==> src/rtl/ir_pkg.sv <==
// Instruction-register package: field geometry, packed field bundle and a
// reference decode for the default 16-bit word / 6-bit opcode encoding.
package ir_pkg;

  localparam int unsigned IR_IW     = 16;
  localparam int unsigned IR_OPW    = 6;
  localparam int unsigned IR_RA_BIT = IR_IW - IR_OPW - 1;
  localparam int unsigned IR_BAW    = IR_IW - IR_OPW;
  localparam int unsigned IR_IMMW   = IR_IW - IR_OPW - 1;

  // Decoded view of one instruction word; ra/ra_stack/imm overlap ba.
  typedef struct packed {
    logic [IR_OPW-1:0]  opcode;
    logic               ra;
    logic [1:0]         ra_stack;
    logic [IR_BAW-1:0]  ba;
    logic [IR_IMMW-1:0] imm;
  } ir_fields_t;

  localparam ir_fields_t IR_FIELDS_ZERO = '0;

  // Slice a default-width word into its fields.
  function automatic ir_fields_t ir_decode(input logic [IR_IW-1:0] w);
    ir_fields_t f;
    f          = IR_FIELDS_ZERO;
    f.opcode   = w[IR_IW-1 -: IR_OPW];
    f.ra       = w[IR_RA_BIT];
    f.ra_stack = w[IR_RA_BIT -: 2];
    f.ba       = w[IR_BAW-1:0];
    f.imm      = w[IR_IMMW-1:0];
    return f;
  endfunction

endpackage

==> src/rtl/ir_field_decode.sv <==
// Combinational instruction field slicer, shared by the prefetch queue and
// the control FSM. Fields overlap by design (ra, ra_stack, imm all sit in ba).
module ir_field_decode #(
  parameter int unsigned IW  = 16,
  parameter int unsigned OPW = 6
) (
  input  logic [IW-1:0]     word,
  output logic [OPW-1:0]    opcode,
  output logic              ra,
  output logic [1:0]        ra_stack,
  output logic [IW-OPW-1:0] ba,
  output logic [IW-OPW-2:0] imm
);

  // Pure bit slicing of the word.
  always_comb begin
    opcode   = word[IW-1 -: OPW];
    ra       = word[IW-OPW-1];
    ra_stack = word[IW-OPW-1 -: 2];
    ba       = word[IW-OPW-1:0];
    imm      = word[IW-OPW-2:0];
  end

endmodule

==> src/rtl/ir_prefetch_queue.sv <==
// DEPTH-entry instruction prefetch queue with valid/ready on both sides and
// field decode of the head entry. State updates on the falling clock edge.
// Optional macro IRQ_BYPASS_EN: an empty queue forwards in_data straight to
// the head outputs and can hand it over without writing it.
module ir_prefetch_queue
  import ir_pkg::*;
#(
  parameter int unsigned IW    = IR_IW,
  parameter int unsigned OPW   = IR_OPW,
  parameter int unsigned DEPTH = 4
) (
  input  logic                     clk,
  input  logic                     rst,
  input  logic                     flush,
  input  logic                     in_valid,
  input  logic [IW-1:0]            in_data,
  output logic                     in_ready,
  output logic                     out_valid,
  input  logic                     out_ready,
  output logic [IW-1:0]            out,
  output logic [OPW-1:0]           opcode,
  output logic                     ra,
  output logic [1:0]               ra_stack,
  output logic [IW-OPW-1:0]        ba,
  output logic [IW-OPW-2:0]        imm,
  output logic [$clog2(DEPTH):0]   count
);

  localparam int unsigned AW = $clog2(DEPTH);
  localparam int unsigned CW = AW + 1;

  logic [IW-1:0] mem [DEPTH];
  logic [AW-1:0] wr_ptr;
  logic [AW-1:0] rd_ptr;
  logic          nonempty;
  logic          byp;
  logic          take;
  logic          push;
  logic          pop;
  logic [IW-1:0] head;

  // Handshake qualification and head selection; head is zero when nothing is valid.
  always_comb begin
    nonempty  = (count != '0);
    in_ready  = (count != CW'(DEPTH));
`ifdef IRQ_BYPASS_EN
    byp       = !nonempty && in_valid;
`else
    byp       = 1'b0;
`endif
    out_valid = nonempty | byp;
    take      = byp & out_ready;
    push      = in_valid & in_ready & ~take;
    pop       = nonempty & out_ready;
    head      = '0;
    if (nonempty)
      head = mem[rd_ptr];
    else if (byp)
      head = in_data;
    out       = head;
  end

  // Queue body: pointers wrap naturally at power-of-two DEPTH; flush beats push/pop.
  always_ff @(negedge clk or negedge rst) begin
    if (!rst) begin
      wr_ptr <= '0;
      rd_ptr <= '0;
      count  <= '0;
    end else if (flush) begin
      wr_ptr <= '0;
      rd_ptr <= '0;
      count  <= '0;
    end else begin
      if (push) begin
        mem[wr_ptr] <= in_data;
        wr_ptr      <= wr_ptr + AW'(1);
      end
      if (pop)
        rd_ptr <= rd_ptr + AW'(1);
      case ({push, pop})
        2'b10:   count <= count + CW'(1);
        2'b01:   count <= count - CW'(1);
        default: count <= count;
      endcase
    end
  end

  ir_field_decode #(
    .IW  (IW),
    .OPW (OPW)
  ) u_decode (
    .word     (head),
    .opcode   (opcode),
    .ra       (ra),
    .ra_stack (ra_stack),
    .ba       (ba),
    .imm      (imm)
  );

endmodule

==> config.mk <==
export PLATFORM = sky130hd
export DESIGN_NAME = ir_prefetch_queue
export DESIGN_NICKNAME = d
export VERILOG_FILES = /design/src/rtl/ir_pkg.sv /design/src/rtl/ir_field_decode.sv /design/src/rtl/ir_prefetch_queue.sv
export SDC_FILE = /design/constraint.sdc
export NUM_CORES = 1
export LEC_CHECK = 0
export CAP_MARGIN = 10
export CORE_ASPECT_RATIO = 1.1
export CORE_MARGIN = 1
export CORE_UTILIZATION = 54
export DETAILED_ROUTE_END_ITERATION = 10
export PLACE_DENSITY = 0.84
export SYNTH_ARGS = -nofsm -noshare
export SYNTH_HDL_FRONTEND = slang
export SYNTH_SLANG_ARGS = --single-unit
==> constraint.sdc <==
create_clock -name clk -period 4.4 [get_ports clk]
set_clock_uncertainty 0.2 [all_clocks]
set_input_delay 1.32 -clock clk [delete_from_list [all_inputs] [get_ports clk]]
set_output_delay 1.32 -clock clk [all_outputs]
set_load 0.01 [all_outputs]
# Word level (Yosys, flattened, before mapping)
# Memories as Yosys holds them, arrays and structs flattened.
# Index checks and enable logic that the tools add are counted.
# W data, S select, Z words.
# word_totals
memories,1
in_bits,21
mem_bits_rw,64
out_inout_bits,49
ff_bits,7
# classes
muxes,10
n_addsub,4
eq_ne,3
bitwise,2
n_reduce_logical,5
# mem_list
name,words,width,rd,rd_ports_with_merged_regs,write_ports,line,source
mem,4,16,1,0,1,ir_prefetch_queue.sv:32,logic [IW-1:0] mem [DEPTH];
# op_table
operator,n
$mux W16,1
$mux W2,4
$pmux W3 S2,1
$reduce_bool A3 Y1,2
$add A2 B1 Y2 const B,2
$reduce_bool A2 Y1,2
$add A3 B1 Y3 const B,1
$mux W1,3
$mux W3,1
$ne A3 B3 Y1 const B,1
$sub A3 B1 Y3 const B,1
$and A1 B1 Y1,2
$eq A2 B1 Y1 const B,1
$eq A2 B2 Y1 const B,1
$logic_and A1 B1 Y1,1

# Logic depth before layout (Yosys ltp)
# Gate-level depths: netlist of run 1.
# logic_depth
ltp_word,6
depth_mapped,7

# Hierarchy
# Synthesis of run 1 repeated with hierarchy kept, for this count alone.
# unflattened
cells_unflattened,199
hier_area_um2,3251.9
# modules_own_cells
mod,instances,cells_each,area_each_um2
ir_prefetch_queue,1,171,3041.7
ir_field_decode,1,28,210.2

==> qor.csv, run 1 <==
stage,metric,value,unit
finish,drive_gt1_frac,0.474,
floorplanning,die_h,83.0,um
timing,drv_slew,0,
power,power,2240,uW
critical_path,critPathArrivalTime,4.14,ns
global_route,antenna_found_initial,0,
finish,seq_area,0.00210,mm2
power,p_comb_frac,0.311,
timing,fin_hold_ws,0.393,ns
status,violations,negative setup slack,
synthesis,syn-num-nets,224,
clocking,cts.sinks,71,
synthesis,synth-async-reset-ratio,0.0986,
timing,hold_violations,0,
place,place_congestion,0.776,
clocking,cts.clk_slew.worst_paths,0.06,ns
global_route,grtUsageTotal,0.299,
critical_path,startpoint,rd_ptr[0],
synthesis,ys_warn_count,0,
place,place_ws,-1.16,ns
global_route,grt_pass1_wl,13.0,mm
clocking,clk_path_buf_depth,2,
power,power_frac_clock,0.344,
critical_path,path_class,register to output port,
floorplanning,die_area,0.00628,mm2
synthesis,ys_types,39,
clocking,clock_latency,0.34,ns
synthesis,syn_area,0.00322,mm2
floorplanning,start_util,0.559,
worst_hold_path,hold_class,register to register,
finish,post-route-util,0.856,
synthesis,synth_seq_area_share,0.651,
clocking,htreeDepth,3,
timing,finalSetupTns,-63.88,ns
place,port_buffers,69,
critical_path,max_stage_delay,0.52,ns
synthesis,synth_common_cells,"64 x edfxtp_1, 28 x buf_4, 16 x mux4_2, 15 x nor2b_1",
power,p_seq_frac,0.344,
synthesis,synth_ff_type,edfxtp_1,
critical_path,path_max_fanout,4,
timing,setup_ws,-1.26,ns
power,power_density,453,mW/mm2
synthesis,synthMostInstantiatedCell,edfxtp_1,
power,switchingPower,802,uW
critical_path,start_kind,register,
finish,fin_nets,388,
timing,grt_setup_unrepaired,true,
power,p_leak,0.00216,uW
global_route,overflow,0,
clocking,cts_tree,built,
clocking,root_buffer,clkbuf_8,
critical_path,critPathRequiredTime,2.88,ns
global_route,grt_max_degree,15,
finish,synthToLayoutAreaGrowth,53.3,%
routing,postRouteAntennaNets,0,
routing,wire_per_inst,20.9,um
flow_run,maxCapViolations,0,
clocking,numCtsBuffers,9,
synthesis,synth_edf_count,64,
finish,fillers,236,
finish,multi_input_area,0.00103,mm2
critical_path,slowest_stage,dfrtn_1,
routing,drt-total-wl,9.30,mm
critical_path,end_kind,output port,
floorplanning,coreArea,0.00577,mm2
routing,via_per_inst,5.46,
routing,dr.pass1.iters,6,
worst_hold_path,hold_start,wr_ptr[0],
floorplanning,fp.dieW,75.7,um
synthesis,synth_top_area_cell,edfxtp_1,
timing,relSlewSlack,0.771,
finish,n_antenna_cell,0,
power,ir_drop,0.335,mV
global_route,grt_pass1_vias,2517,
timing,worst_pin_slew,0.344,ns
floorplanning,rows,29,
synthesis,syn_avg_cell_area,16.3,um2
routing,drc,0,
critical_path,cp_common_cell,buf_6,
timing,setup_viol,115,
synthesis,synth.area.top_cells,"edfxtp_1 60%, mux4_2 11%, buf_4 6.5%",
power,swShare,0.359,
synthesis,ys_seq_elements,71,
synthesis,netlist_instances,198,
floorplanning,ios,70,
status,outcome,finished with violations,
synthesis,synth_top_area_frac,0.596,
place,dp_hpwl,3.91,mm
power,p_int,1430,uW
routing,drtIter0Drc,175,
critical_path,cp_cell_sequence,buf_6 > buf_6 > mux4_2 > nor2b_4 > buf_6,
critical_path,r2r_start,count[0],
routing,via_count,2426,
placed cells by master, fill, tap and decap left out, types with 2 or more instances in the layout:
| cell | instances |
|---|---|
| buf_12 | 3 |
| nor2_1 | 6 |
| inv_4 | 2 |
| xor2_1 | 2 |
| mux4_2 | 16 |
| a21oi_1 | 2 |
| nor3_4 | 2 |
| buf_8 | 4 |
| clkinvlp_2 | 2 |
| buf_2 | 5 |
| nor2b_4 | 15 |
| o21ai_1 | 3 |
| buf_4 | 28 |
| buf_6 | 67 |
| dfrtn_1 | 7 |
| ha_1 | 4 |
| nand3_1 | 4 |
| clkdlybuf4s50_1 | 16 |
| clkbuf_8 | 9 |
| a31oi_1 | 2 |
| edfxtp_1 | 64 |
| inv_1 | 70 |
| and2_4 | 8 |
per-stage QoR:
stage                     std cells  cell area, um2
after global placement          327            4020
final                           444            4940
after CTS                       436            4790
after global routing            444            4940
after floorplan                 198            3420
after detailed placement        327            4020
worst max-delay path: cells and delay by family, from the launching register on:
family | cells | cell delay (ns)
flops | 1 | 0.52
mux | 1 | 0.52
buf+inv | 3 | 0.41
simple gates | 1 | 0.16
metal layers:
| metal | global-route usage | vias up | wire, um |
|---|---|---|---|
| met5 | 0 | - | 0 |
| met3 | 0.114 | 30 | 720 |
| met4 | 0.165 | 0 | 317 |
| li1 | - | 1052 | - |
| met2 | 0.465 | 156 | 4860 |
| met1 | 0.351 | 1188 | 3410 |
final timing paths:
check                       endpoint  slack (ns)  cells after the start
max in group asynchronous   count[1]        1.03                      2
min in group asynchronous  wr_ptr[0]        2.81                      2
hold / removal             wr_ptr[0]        0.39                      2
setup reg to reg            count[1]        1.98                      9
hold reg to reg            wr_ptr[0]        0.39                      2
setup / recovery             out[11]       -1.26                      5
power by group through the flow:
stage,sequential [uW],combinational [uW],clock (uW)
final,770,696,770
after global routing,770,732,830
after detailed placement,778,508,88.0
after global placement,776,494,88.0
after CTS,770,630,695
after floorplan,780,336,88.0
cell families after synthesis:
family,count (synthesis),synth area share
mux,16,0.112
simple gates,40,0.0761
compound gates,17,0.0357
buf+inv,46,0.0959
xor+xnor,3,0.00815
fa+ha+maj,5,0.0217
flops,71,0.651
registers in the layout, summed over array words and instances, names as in the netlist:
register,flops
mem,64
count,3
rd_ptr,2
wr_ptr,2
final cells by class:
class                           instances  area share
Sequential cell                        71       0.425
Inverter                                7     0.00583
Tap cell                               77      0.0195
Clock buffer                            9      0.0251
Clock inverter                         71      0.0567
Timing Repair Buffer                  124       0.259
Multi-Input combinational cell         85       0.209
what timing repair did:
action                     CTS  global route
setup endpoints to repair  120           113
resized for setup          275            43
gates cloned                 4             0
setup buffers               26            15
pin swaps                   12             5
hold buffers                 0             0
(Power assumes the default switching activity.)
==> run 2: changes to the inputs <==
SETUP_SLACK_MARGIN = 0.05   (was unset)
==> run 2 against run 1 <==
The run still ends with negative setup slack left; largest power group is now the clock network; wire length grew 1.6%; global-route usage is 1.0 points lower; via count is 1.9% lower; non-clock buffer count is 8 lower; worst setup slack improved by 0.088 ns; register-to-register slack improved by 0.09 ns; count of clock-buffer cells in the layout stayed put; sequential power is essentially flat; die area stayed put; first-iteration DRC count rose by 8.6%; combinational power hardly changed; core utilization increased by 0.63 points.
==> qor.csv, run 2 (synthesis results as in run 1) <==
stage,metric,value,unit
status,outcome,finished with violations,
status,violations,negative setup slack,
finish,top_register,mem,
global_route,grtUsageTotal,0.289,
worst_hold_path,hold_class,register to register,
routing,wl_met1,3.46,mm
critical_path,reg2reg_depth,9,
floorplanning,start_util,0.559,
floorplanning,die_h,83.0,um
clocking,clk_path_buf_depth,2,
worst_hold_path,hold_end,wr_ptr[0],
finish,final_common_cell,inv_1,
routing,drt-total-wl,9.45,mm
critical_path,critPathBufInv,3,
routing,drtIter0Drc,190,
routing,wire_per_inst,21.7,um
routing,postRouteAntennaNets,0,
critical_path,critPathRequiredTime,2.88,ns
critical_path,r2r-end,count[1],
finish,top_regs,"mem x64, count x3",
timing,grt_setup_unrepaired,true,
power,ir_drop,0.284,mV
critical_path,path_max_fanout,8,
routing,wl_met3,646,um
power,p_leak,0.00216,uW
timing,drv_slew,0,
clocking,cts.sinks,71,
critical_path,worst_path_dominant_cell_family,multiplexers,
clocking,cts.clk_slew.worst_paths,0.06,ns
floorplanning,rows,29,
critical_path,cp_cell_sequence,buf_6 > buf_12 > mux4_2 > nor2b_4 > buf_6,
floorplanning,coreArea,0.00577,mm2
global_route,grt_pass1_vias,2451,
power,p_int,1600,uW
finish,final_cells,436,
global_route,overflow,0,
finish,n_antenna_cell,0,
place,dp_hpwl,3.86,mm
routing,highest_layer,met4,
critical_path,cp_common_cell,buf_6,
global_route,antenna_found_initial,0,
finish,post-route-util,0.863,
finish,synthToLayoutAreaGrowth,54.4,%
routing,via_per_inst,5.46,
finish,fin_area,0.00498,mm2
place,dpl_cell_area,0.00401,mm2
critical_path,slowest_stage,mux4_2,
timing,setup_ws,-1.18,ns
finish,drive_gt1_frac,0.471,
critical_path,path_class,register to output port,
global_route,grt_pass1_wl,12.6,mm
critical_path,critPathArrivalTime,4.06,ns
finish,largest_reg_flops,64,
place,placedCellCount,326,
place,place_congestion,0.758,
flow_run,maxCapViolations,0,
critical_path,start_kind,register,
timing,setup_viol,115,
critical_path,max_stage_delay,0.55,ns
global_route,grt_max_degree,14,
timing,relSlewSlack,0.802,
critical_path,r2r_start,count[1],
power,switchingPower,782,uW
timing,worst_pin_slew,0.293,ns
clocking,cts_tree,built,
clocking,htreeDepth,3,
power,power_density,479,mW/mm2
routing,via_count,2380,
place,port_buffers,69,
floorplanning,die_area,0.00628,mm2
timing,hold_violations,0,
finish,final_cell_mix,"69 x inv_1, 64 x edfxtp_1, 60 x buf_6",
floorplanning,ios,70,
clocking,clock_latency,0.33,ns
routing,drc,0,
floorplanning,fp.dieW,75.7,um
clocking,numCtsBuffers,9,
critical_path,r2r_slack,2.07,ns
power,p_seq_frac,0.322,
routing,route.met2.wl,5.10,mm
worst_hold_path,hold_start,wr_ptr[0],
worst_hold_path,holdPathStages,2,
power,p_comb_frac,0.292,
routing,dr.pass1.iters,4,
critical_path,end_kind,output port,
power,swShare,0.328,
clocking,root_buffer,clkbuf_8,
finish,fin_nets,380,
power,power_frac_clock,0.386,
-- run 2: cell count changes in the layout (fill, tap and decap cells not counted), moves of 2 or more --
cell and change:
bufinv_16 +3, buf_4 +2, buf_2 -3, buf_8 -2, buf_6 -7
-- run 2: metrics by stage --
stage	worst slack, ns	TNS [ns]	total power (uW)	hold WS (ns)
6_report	-1.18	-57.29	2380	0.370
4_1_cts	-1.14	-54.35	2230	0.373
3_5_place_dp	-1.18	-123.55	1370	0.374
5_1_grt	-1.22	-60.89	2480	0.399
3_3_place_gp	-1.09	-119.27	1360	0.371
2_1_floorplan	-0.779	-47.52	1200	0.334
-- run 2: how the worst max path moves through the flow --
stage / from / end / cells after the start
global placement: in_valid / count[1] / 6
finish: rd_ptr[0] / out[4] / 5
global route: rd_ptr[0] / imm[4] / 5
CTS: rd_ptr[0] / ra_stack[1] / 5
floorplan: rd_ptr[0] / ba[9] / 5
detailed placement: in_valid / count[1] / 6
-- run 2: timing repair --
action / CTS / global route
gates resized for setup: 284 / 31
setup buffers: 15 / 14
pin swaps: 10 / 6
gates cloned: 5 / 0
endpoints found under the setup margin: 120 / 116
hold buffers: 0 / 0
-- run 2: final cells by class --
type	instances	area, um2
Multi-Input combinational cell	85	1060
Clock buffer	9	124
Timing Repair Buffer	116	1220
Sequential cell	71	2100
Tap cell	77	96.3
Fill cell	231	793
Clock inverter	71	350
Inverter	7	26.3
-- run 2: power by group through the flow --
stage          logic, uW  registers [uW]  clock network, uW
6_report             695             769                919
2_1_floorplan        337             780               88.0
5_1_grt              729             769                982
3_5_place_dp         505             778               88.0
4_1_cts              595             768                871
3_3_place_gp         492             777               88.0
-- run 2: layer usage --
metal / GRT usage / vias to the layer above
li1: - / 1033
met1: 0.326 / 1174
met2: 0.493 / 152
met3: 0.0850 / 21
met4: 0.131 / 0
met5: 0 / -
-- run 2: worst min-delay path, cell delays in order (launching register included) --
cell	delay [ns]
dfrtn_1	0.46
o21ai_1	0.08
a21oi_1	0.11
==> run 3: changes to the inputs <==
CORE_MARGIN = unset   (was 1)
==> results of run 3 <==
The final DEF is identical to that of run 2; final timing and power are the same.
